==> src/rtl/apb_master_bridge.sv <==
// CPU-to-APB master bridge: one outstanding transfer, address decode across
// up to four slaves, and a bounded ACCESS phase that aborts on timeout.
//
//   state  | meaning
//   IDLE   | waiting for cpu_req; decode errors complete here without a bus cycle
//   SETUP  | PSEL asserted, PENABLE low, for one cycle
//   ACCESS | PSEL and PENABLE high until PREADY or timeout
module apb_master_bridge #(
  parameter int          NUM_SLAVES = 4,
  parameter logic [31:0] APB_BASE   = 32'h0000_1000,
  parameter int          TIMEOUT    = 16
) (
  input  logic                    PCLK,
  input  logic                    PRESET,
  input  logic                    cpu_req,
  input  logic                    cpu_we,
  input  logic [31:0]             cpu_addr,
  input  logic [31:0]             cpu_wdata,
  output logic [31:0]             cpu_rdata,
  output logic                    cpu_done,
  output logic                    cpu_err,
  output logic                    cpu_busy,
  output logic [31:0]             PADDR,
  output logic                    PWRITE,
  output logic [31:0]             PWDATA,
  output logic                    PENABLE,
  output logic [NUM_SLAVES-1:0]   PSEL,
  input  logic [NUM_SLAVES*32-1:0] PRDATA,
  input  logic [NUM_SLAVES-1:0]   PREADY,
  input  logic [NUM_SLAVES-1:0]   PSLVERR
);

  typedef enum logic [1:0] {
    ST_IDLE   = 2'd0,
    ST_SETUP  = 2'd1,
    ST_ACCESS = 2'd2
  } state_e;

  localparam logic [2:0] NUM_SLAVES_W = 3'(NUM_SLAVES);
  localparam logic [7:0] CNT_LAST     = 8'(TIMEOUT - 1);

  state_e      state_q, state_d;
  logic [31:0] addr_q, addr_d;
  logic        we_q, we_d;
  logic [31:0] wdata_q, wdata_d;
  logic [1:0]  idx_q, idx_d;
  logic [7:0]  cnt_q, cnt_d;
  logic [31:0] rdata_q, rdata_d;
  logic        done_q, done_d;
  logic        err_q, err_d;

  logic [1:0]  dec_idx;
  logic        dec_hit;
  logic        sel_ready;
  logic        sel_err;
  logic [31:0] sel_rdata;

  assign dec_idx = cpu_addr[9:8];
  assign dec_hit = (cpu_addr[31:10] == APB_BASE[31:10]) &&
                   ({1'b0, dec_idx} < NUM_SLAVES_W);

  // Only the latched slave's response is ever looked at.
  always_comb begin
    sel_ready = 1'b0;
    sel_err   = 1'b0;
    sel_rdata = '0;
    for (int i = 0; i < NUM_SLAVES; i++) begin
      if (idx_q == i[1:0]) begin
        sel_ready = PREADY[i];
        sel_err   = PSLVERR[i];
        sel_rdata = PRDATA[i*32 +: 32];
      end
    end
  end

  always_comb begin
    state_d = state_q;
    addr_d  = addr_q;
    we_d    = we_q;
    wdata_d = wdata_q;
    idx_d   = idx_q;
    cnt_d   = cnt_q;
    rdata_d = rdata_q;
    done_d  = 1'b0;
    err_d   = 1'b0;

    case (state_q)
      ST_IDLE: begin
        if (cpu_req) begin
          if (dec_hit) begin
            addr_d  = cpu_addr;
            we_d    = cpu_we;
            wdata_d = cpu_wdata;
            idx_d   = dec_idx;
            state_d = ST_SETUP;
          end else begin
            done_d  = 1'b1;
            err_d   = 1'b1;
            rdata_d = '0;
          end
        end
      end

      ST_SETUP: begin
        cnt_d   = '0;
        state_d = ST_ACCESS;
      end

      ST_ACCESS: begin
        if (sel_ready) begin
          state_d = ST_IDLE;
          done_d  = 1'b1;
          err_d   = sel_err;
          rdata_d = we_q ? 32'd0 : sel_rdata;
        end else if (cnt_q == CNT_LAST) begin
          state_d = ST_IDLE;
          done_d  = 1'b1;
          err_d   = 1'b1;
          rdata_d = '0;
        end else begin
          cnt_d = cnt_q + 8'd1;
        end
      end

      default: state_d = ST_IDLE;
    endcase
  end

  always_ff @(posedge PCLK) begin
    if (PRESET) begin
      state_q <= ST_IDLE;
      addr_q  <= '0;
      we_q    <= 1'b0;
      wdata_q <= '0;
      idx_q   <= '0;
      cnt_q   <= '0;
      rdata_q <= '0;
      done_q  <= 1'b0;
      err_q   <= 1'b0;
    end else begin
      state_q <= state_d;
      addr_q  <= addr_d;
      we_q    <= we_d;
      wdata_q <= wdata_d;
      idx_q   <= idx_d;
      cnt_q   <= cnt_d;
      rdata_q <= rdata_d;
      done_q  <= done_d;
      err_q   <= err_d;
    end
  end

  // PSEL/PENABLE decode straight from registered state so reset drops them on the same edge.
  always_comb begin
    PSEL = '0;
    for (int i = 0; i < NUM_SLAVES; i++) begin
      PSEL[i] = (state_q != ST_IDLE) && (idx_q == i[1:0]);
    end
  end

  assign PENABLE   = (state_q == ST_ACCESS);
  assign cpu_busy  = (state_q != ST_IDLE);
  assign PADDR     = addr_q;
  assign PWRITE    = we_q;
  assign PWDATA    = wdata_q;
  assign cpu_rdata = rdata_q;
  assign cpu_done  = done_q;
  assign cpu_err   = err_q;

endmodule

==> config.mk <==
export PLATFORM = sky130hd
export DESIGN_NAME = apb_master_bridge
export DESIGN_NICKNAME = d
export VERILOG_FILES = /design/src/rtl/apb_master_bridge.sv
export SDC_FILE = /design/constraint.sdc
export NUM_CORES = 1
export LEC_CHECK = 0
export CORE_AREA = 4 4 119 121
export CTS_BUF_LIST = sky130_fd_sc_hd__clkbuf_4 sky130_fd_sc_hd__clkbuf_8 sky130_fd_sc_hd__clkbuf_16
export CTS_CLUSTER_DIAMETER = 30
export CTS_CLUSTER_SIZE = 12
export DETAILED_ROUTE_END_ITERATION = 8
export DIE_AREA = 0 0 123 125
export DONT_BUFFER_PORTS = 1
export PLACE_DENSITY = 0.51
export REMOVE_ABC_BUFFERS = 1
export SYNTH_ARGS = -nofsm -noshare
export SYNTH_HDL_FRONTEND = slang
export SYNTH_SLANG_ARGS = --single-unit
==> constraint.sdc <==
create_clock -name PCLK -period 2.65 [get_ports PCLK]
set_input_delay 0.1325 -clock PCLK [delete_from_list [all_inputs] [get_ports PCLK]]
set_output_delay 0.1325 -clock PCLK [all_outputs]
set_load 0.02 [all_outputs]
Word level (Yosys, flattened, before mapping) --
Index checks and enable logic that the tools add are counted.
Storage, ports and cells: register bits after elaboration 111, bits of input ports 204, output and inout bits 105, logic and storage cells 69
Operators by class: add/subtract/negate cells 1, eq/ne operators 13, multiplexer cells 33, reductions and logical operators 13
Operators by type and width (count):
- 32-bit two-way mux | 9
- 32-bit case mux with 2 select lines | 1
- 22-bit by 3-bit == test with 1-bit output, second input constant | 1
- 8-bit two-way mux | 2
- 8-bit case mux with 2 select lines | 1
- 1-bit two-way mux | 13
- 2-bit != test, second input constant | 5
- 3-bit AND reduction | 3
- 8-bit by 1-bit adder with 8-bit output, second input constant | 1
- 8-bit by 4-bit == test with 1-bit output, second input constant | 1
- 2-bit two-way mux | 4
- 2-bit == test, second input constant | 3
- 2-bit case mux with 3 select lines | 1
- 2-bit nonzero test | 3
- 2-bit by 1-bit == test with 1-bit output, second input constant | 2
- 1-bit logical AND | 4
- 2-bit logical NOT | 2
- 1-bit case mux with 2 select lines | 2
- 4-bit AND reduction | 1
- 3-bit by 1-bit != test with 1-bit output, second input constant | 1

Logic depth before layout (Yosys ltp) --
word-level depth 8, depth in mapped cells 9, gate-level depth less buffers 6

Least setup slack after synthesis --
Ideal clock, no wire load.
path kind register to register, start point register, netlist name PADDR[8], end point register rdata_q[10], in the netlist cpu_rdata[10], library setup time 0.120 ns, arrival time 1.801 ns, data required time 2.530 ns, setup slack 0.730 ns, cell stages (with the launch flop) 7, path buffers 1, clock period less this slack 1.920 ns, cell sequence dfxtp_1 > mux4_2 > a21oi_2 > o2bb2ai_1 > a211oi_4 > buf_6 > mux2i_1
RTL lines:
- end signal, assigned | RTL line 147 | rdata_q <= rdata_d;
- end, declared | RTL line 48 | logic [31:0] rdata_q, rdata_d;

Final worst setup path --
start point register state_q[0], end point register addr_q[6], in the netlist PADDR[6]
On the way: cells in the longest elaborated chain, start to end 2
RTL lines:
- start, declared | RTL line 42 | state_e state_q, state_d;
- start signal, assigned | RTL line 141 | state_q <= state_d;
- 2-bit logical NOT | RTL line 87 | case (state_q)
- 3-bit AND reduction (no source line)
- end signal, assigned | RTL line 142 | addr_q <= addr_d;
- end, declared | RTL line 43 | logic [31:0] addr_q, addr_d;
No other way between the ends. A chain may end at the register's enable or synchronous reset.

==> impl_metrics.py <==
metrics = {
    "critical_path": {
        "endpoint_kind": "flip-flop",
        "arrival_ps": 2760,
        "required_ps": 2880,
        "rrSetupSlack_ps": 120,
        "critPathLaunchType": "flip-flop",
        "critPathKind": "flip-flop to flip-flop",
        "crit_fanout": 45,
        "worstRegToRegCells": 8,
    },
    "routing": {
        "drcViolationCount": 0,
        "drt_first_pass_iters": 4,
        "wl_per_cell_um": 21.3,
        "drt_iter0_drc": 155,
        "drt_wl_total_um": 14300,
        "vias": 3520,
        "ant_nets": 0,
        "vias_per_cell": 5.25,
    },
    "timing": {
        "skew_ps": 7.09,
        "timing.final.crit_period_ps": 2530,
        "drv_slew": 0,
        "period_share": 0.954,
        "hold_viol_final": 0,
        "clock.fmax_ghz": 0.395,
        "setup_tns_ps": 0,
        "max_slew_margin": 0.409,
        "setup_violations": 0,
        "worstMarginPinSlew_ps": 884,
        "rsz0062_at_grt": "no",
    },
    "placement": {
        "hpwl_um": 10200,
        "placed_cell_area_um2": 5130,
        "port-buffer-count": 0,
        "globalplace.congestion": 0.804,
    },
    "global_routing": {
        "grt_pass1_vias": 3782,
        "overflow": 0,
        "grt_max_degree": 83,
        "grt_usage": 0.177,
        "antenna_found_initial": 2,
        "grt_pass1_wl_um": 20900,
    },
    "die": {
        "dieWidth_um": 123,
        "rows": 42,
        "die_y_um": 125,
        "start_util": 0.381,
        "coreArea_um2": 13100,
        "die_area_um2": 15400,
        "pin_count": 309,
    },
    "clocking": {
        "clockBufferDepth": 2,
        "htreeDepth": 3,
        "clk_pin_slew_ps": 70,
        "clockRootBuffer": "clkbuf_16",
        "clk_latency_ps": 350,
        "cts_tree": "yes",
        "cts.repair.resized": 0,
        "cts.sinks": 109,
        "cts_buffers": 9,
    },
    "synth": {
        "synth_top_family_by_area": "multiplexers",
        "synthSimpleGateAreaFrac": 0.174,
        "synth_compound_area_frac": 0.0258,
        "seq_area_frac_synth": 0.438,
        "ys_types": 36,
        "syn_area_um2": 4990,
        "synthMuxAreaShare": 0.306,
        "syn_avg_cell_area_um2": 10.9,
        "synthCells": 459,
        "synth-edff-count": 0,
        "synthAdderAreaFrac": 0.0100,
        "async_flop_share": 0,
        "synth_warnings": 0,
        "yosys_register_bits": 109,
        "synthFlopType": "dfxtp_1",
        "synth_xor_area_frac": 0.0105,
    },
    "finish": {
        "multi_input_area_um2": 2640,
        "seqCellArea_um2": 2180,
        "drive_gt1_frac": 0.134,
        "area_growth_pct": 18.8,
        "final_common_cell": "dfxtp_1",
        "layout.nets": 697,
        "nFillCells": 1187,
        "mostFrequentLayoutCells": "107 x dfxtp_1, 76 x mux2i_1, 57 x nor2_1",
        "fin_area_um2": 5920,
        "final_core_util": 0.453,
    },
    "power": {
        "p_sw_mw": 0.700,
        "swShare": 0.219,
        "p_seq_frac": 0.513,
        "power.leakage_nw": 2.02,
        "p_total_mw": 3.19,
        "powerDensity_nw_per_um2": 539,
        "p_int_mw": 2.50,
        "pwr-share-comb": 0.055,
        "clock_power_share": 0.431,
        "max-vdd-ir-drop_v": 0.000268,
    },
    "min_path": {
        "hp-class": "primary input to flip-flop",
        "hold_depth": 2,
    },
    "outcome": {
        "status": "complete, no violations",
    },
    "flow_run": {
        "drv_cap": 0,
    },
}
[registers in the layout, summed over array words and instances (netlist names)]
name and flops:
PWRITE 1, state_q 2, PADDR 32, cpu_err 1, cnt_q 8, PWDATA 32
cpu_rdata 32, cpu_done 1
[per-stage QoR]
step | setup WS, ps | std cells | hold WS [ps]
after floorplan | -4080 | 426 | 202
after global placement | 580 | 608 | 220
after detailed placement | 480 | 608 | 222
after CTS | 141 | 670 | 56.0
after global routing | 7.96 | 671 | 77.6
final | 121 | 671 | 76.0
[kinds of logic (layout without fill, tap and decap cells)]
group                    count (synthesis)  in the layout
AO/OA/AOI/OAI                           17             17
XOR/XNOR                                 6              6
adder cells (fa/ha/maj)                  4              4
buffers and inverters                   38             73
flip-flops                             109            109
multiplexers                           110            110
other                                    0              1
AND/OR/NAND/NOR                        175            175
[cell type report]
type,instances,share of cell area
well taps,176,0.0372
flip-flops and latches,109,0.369
clock buffers,9,0.0380
diodes,1,0.000422
multi-input cells,312,0.446
clock inverters,7,0.0139
inverters,5,0.00317
repair buffers,52,0.0925
[Yosys cell counts (all sizes together) (4+ instances only)]
master / number / share of area
a21oi: 6 / 0.0068
and2: 21 / 0.026
and3: 4 / 0.0050
buf: 14 / 0.018
clkbuf: 19 / 0.014
dfxtp: 109 / 0.44
ha: 4 / 0.010
inv: 5 / 0.0038
mux2i: 76 / 0.15
mux4: 34 / 0.15
nand2: 37 / 0.028
nand2b: 35 / 0.044
nor2: 57 / 0.043
nor4: 5 / 0.0063
o211ai: 6 / 0.0090
xor2: 5 / 0.0088
[timing repair]
item                                   in CTS  in global routing
hold buffers                               46                  0
buffers inserted                            0                  0
endpoints found under the hold margin      82                  0
[power groups by stage]
stage / registers (mW) / clock network, mW / logic [mW]
3_5_place_dp: 1.68 / 0 / 0.0987
4_1_cts: 1.64 / 1.43 / 0.177
6_report: 1.64 / 1.38 / 0.176
5_1_grt: 1.64 / 1.49 / 0.187
3_3_place_gp: 1.68 / 0 / 0.0991
2_1_floorplan: 1.68 / 0 / 0.0821
[layer usage]
| layer | vias to the layer above | track usage | part of all wire |
|---|---|---|---|
| met2 | 207 | 0.318 | 0.51 |
| met1 | 1636 | 0.199 | 0.38 |
| met4 | 0 | 0.0586 | 0.014 |
| met5 | - | 0 | 0 |
| met3 | 12 | 0.0519 | 0.10 |
| li1 | 1665 | - | - |
[critical path: stages (launching register included)]
cell and delay [ps]:
dfxtp_1 320, inv_1 100, ha_1 400, nand2_1 110
nor3_2 260, buf_12 310, mux2i_1 240, nor2_1 60
dlygate4sd3_1 570
[final timing paths]
path | startpoint | end
worst max-delay path | state_q[0] | PADDR[6]
worst min-delay path | PRESET | cnt_q[5]
worst max register to register | state_q[0] | PADDR[6]
worst min register to register | cnt_q[1] | cnt_q[1]
Power figures use the tool's default switching activity.
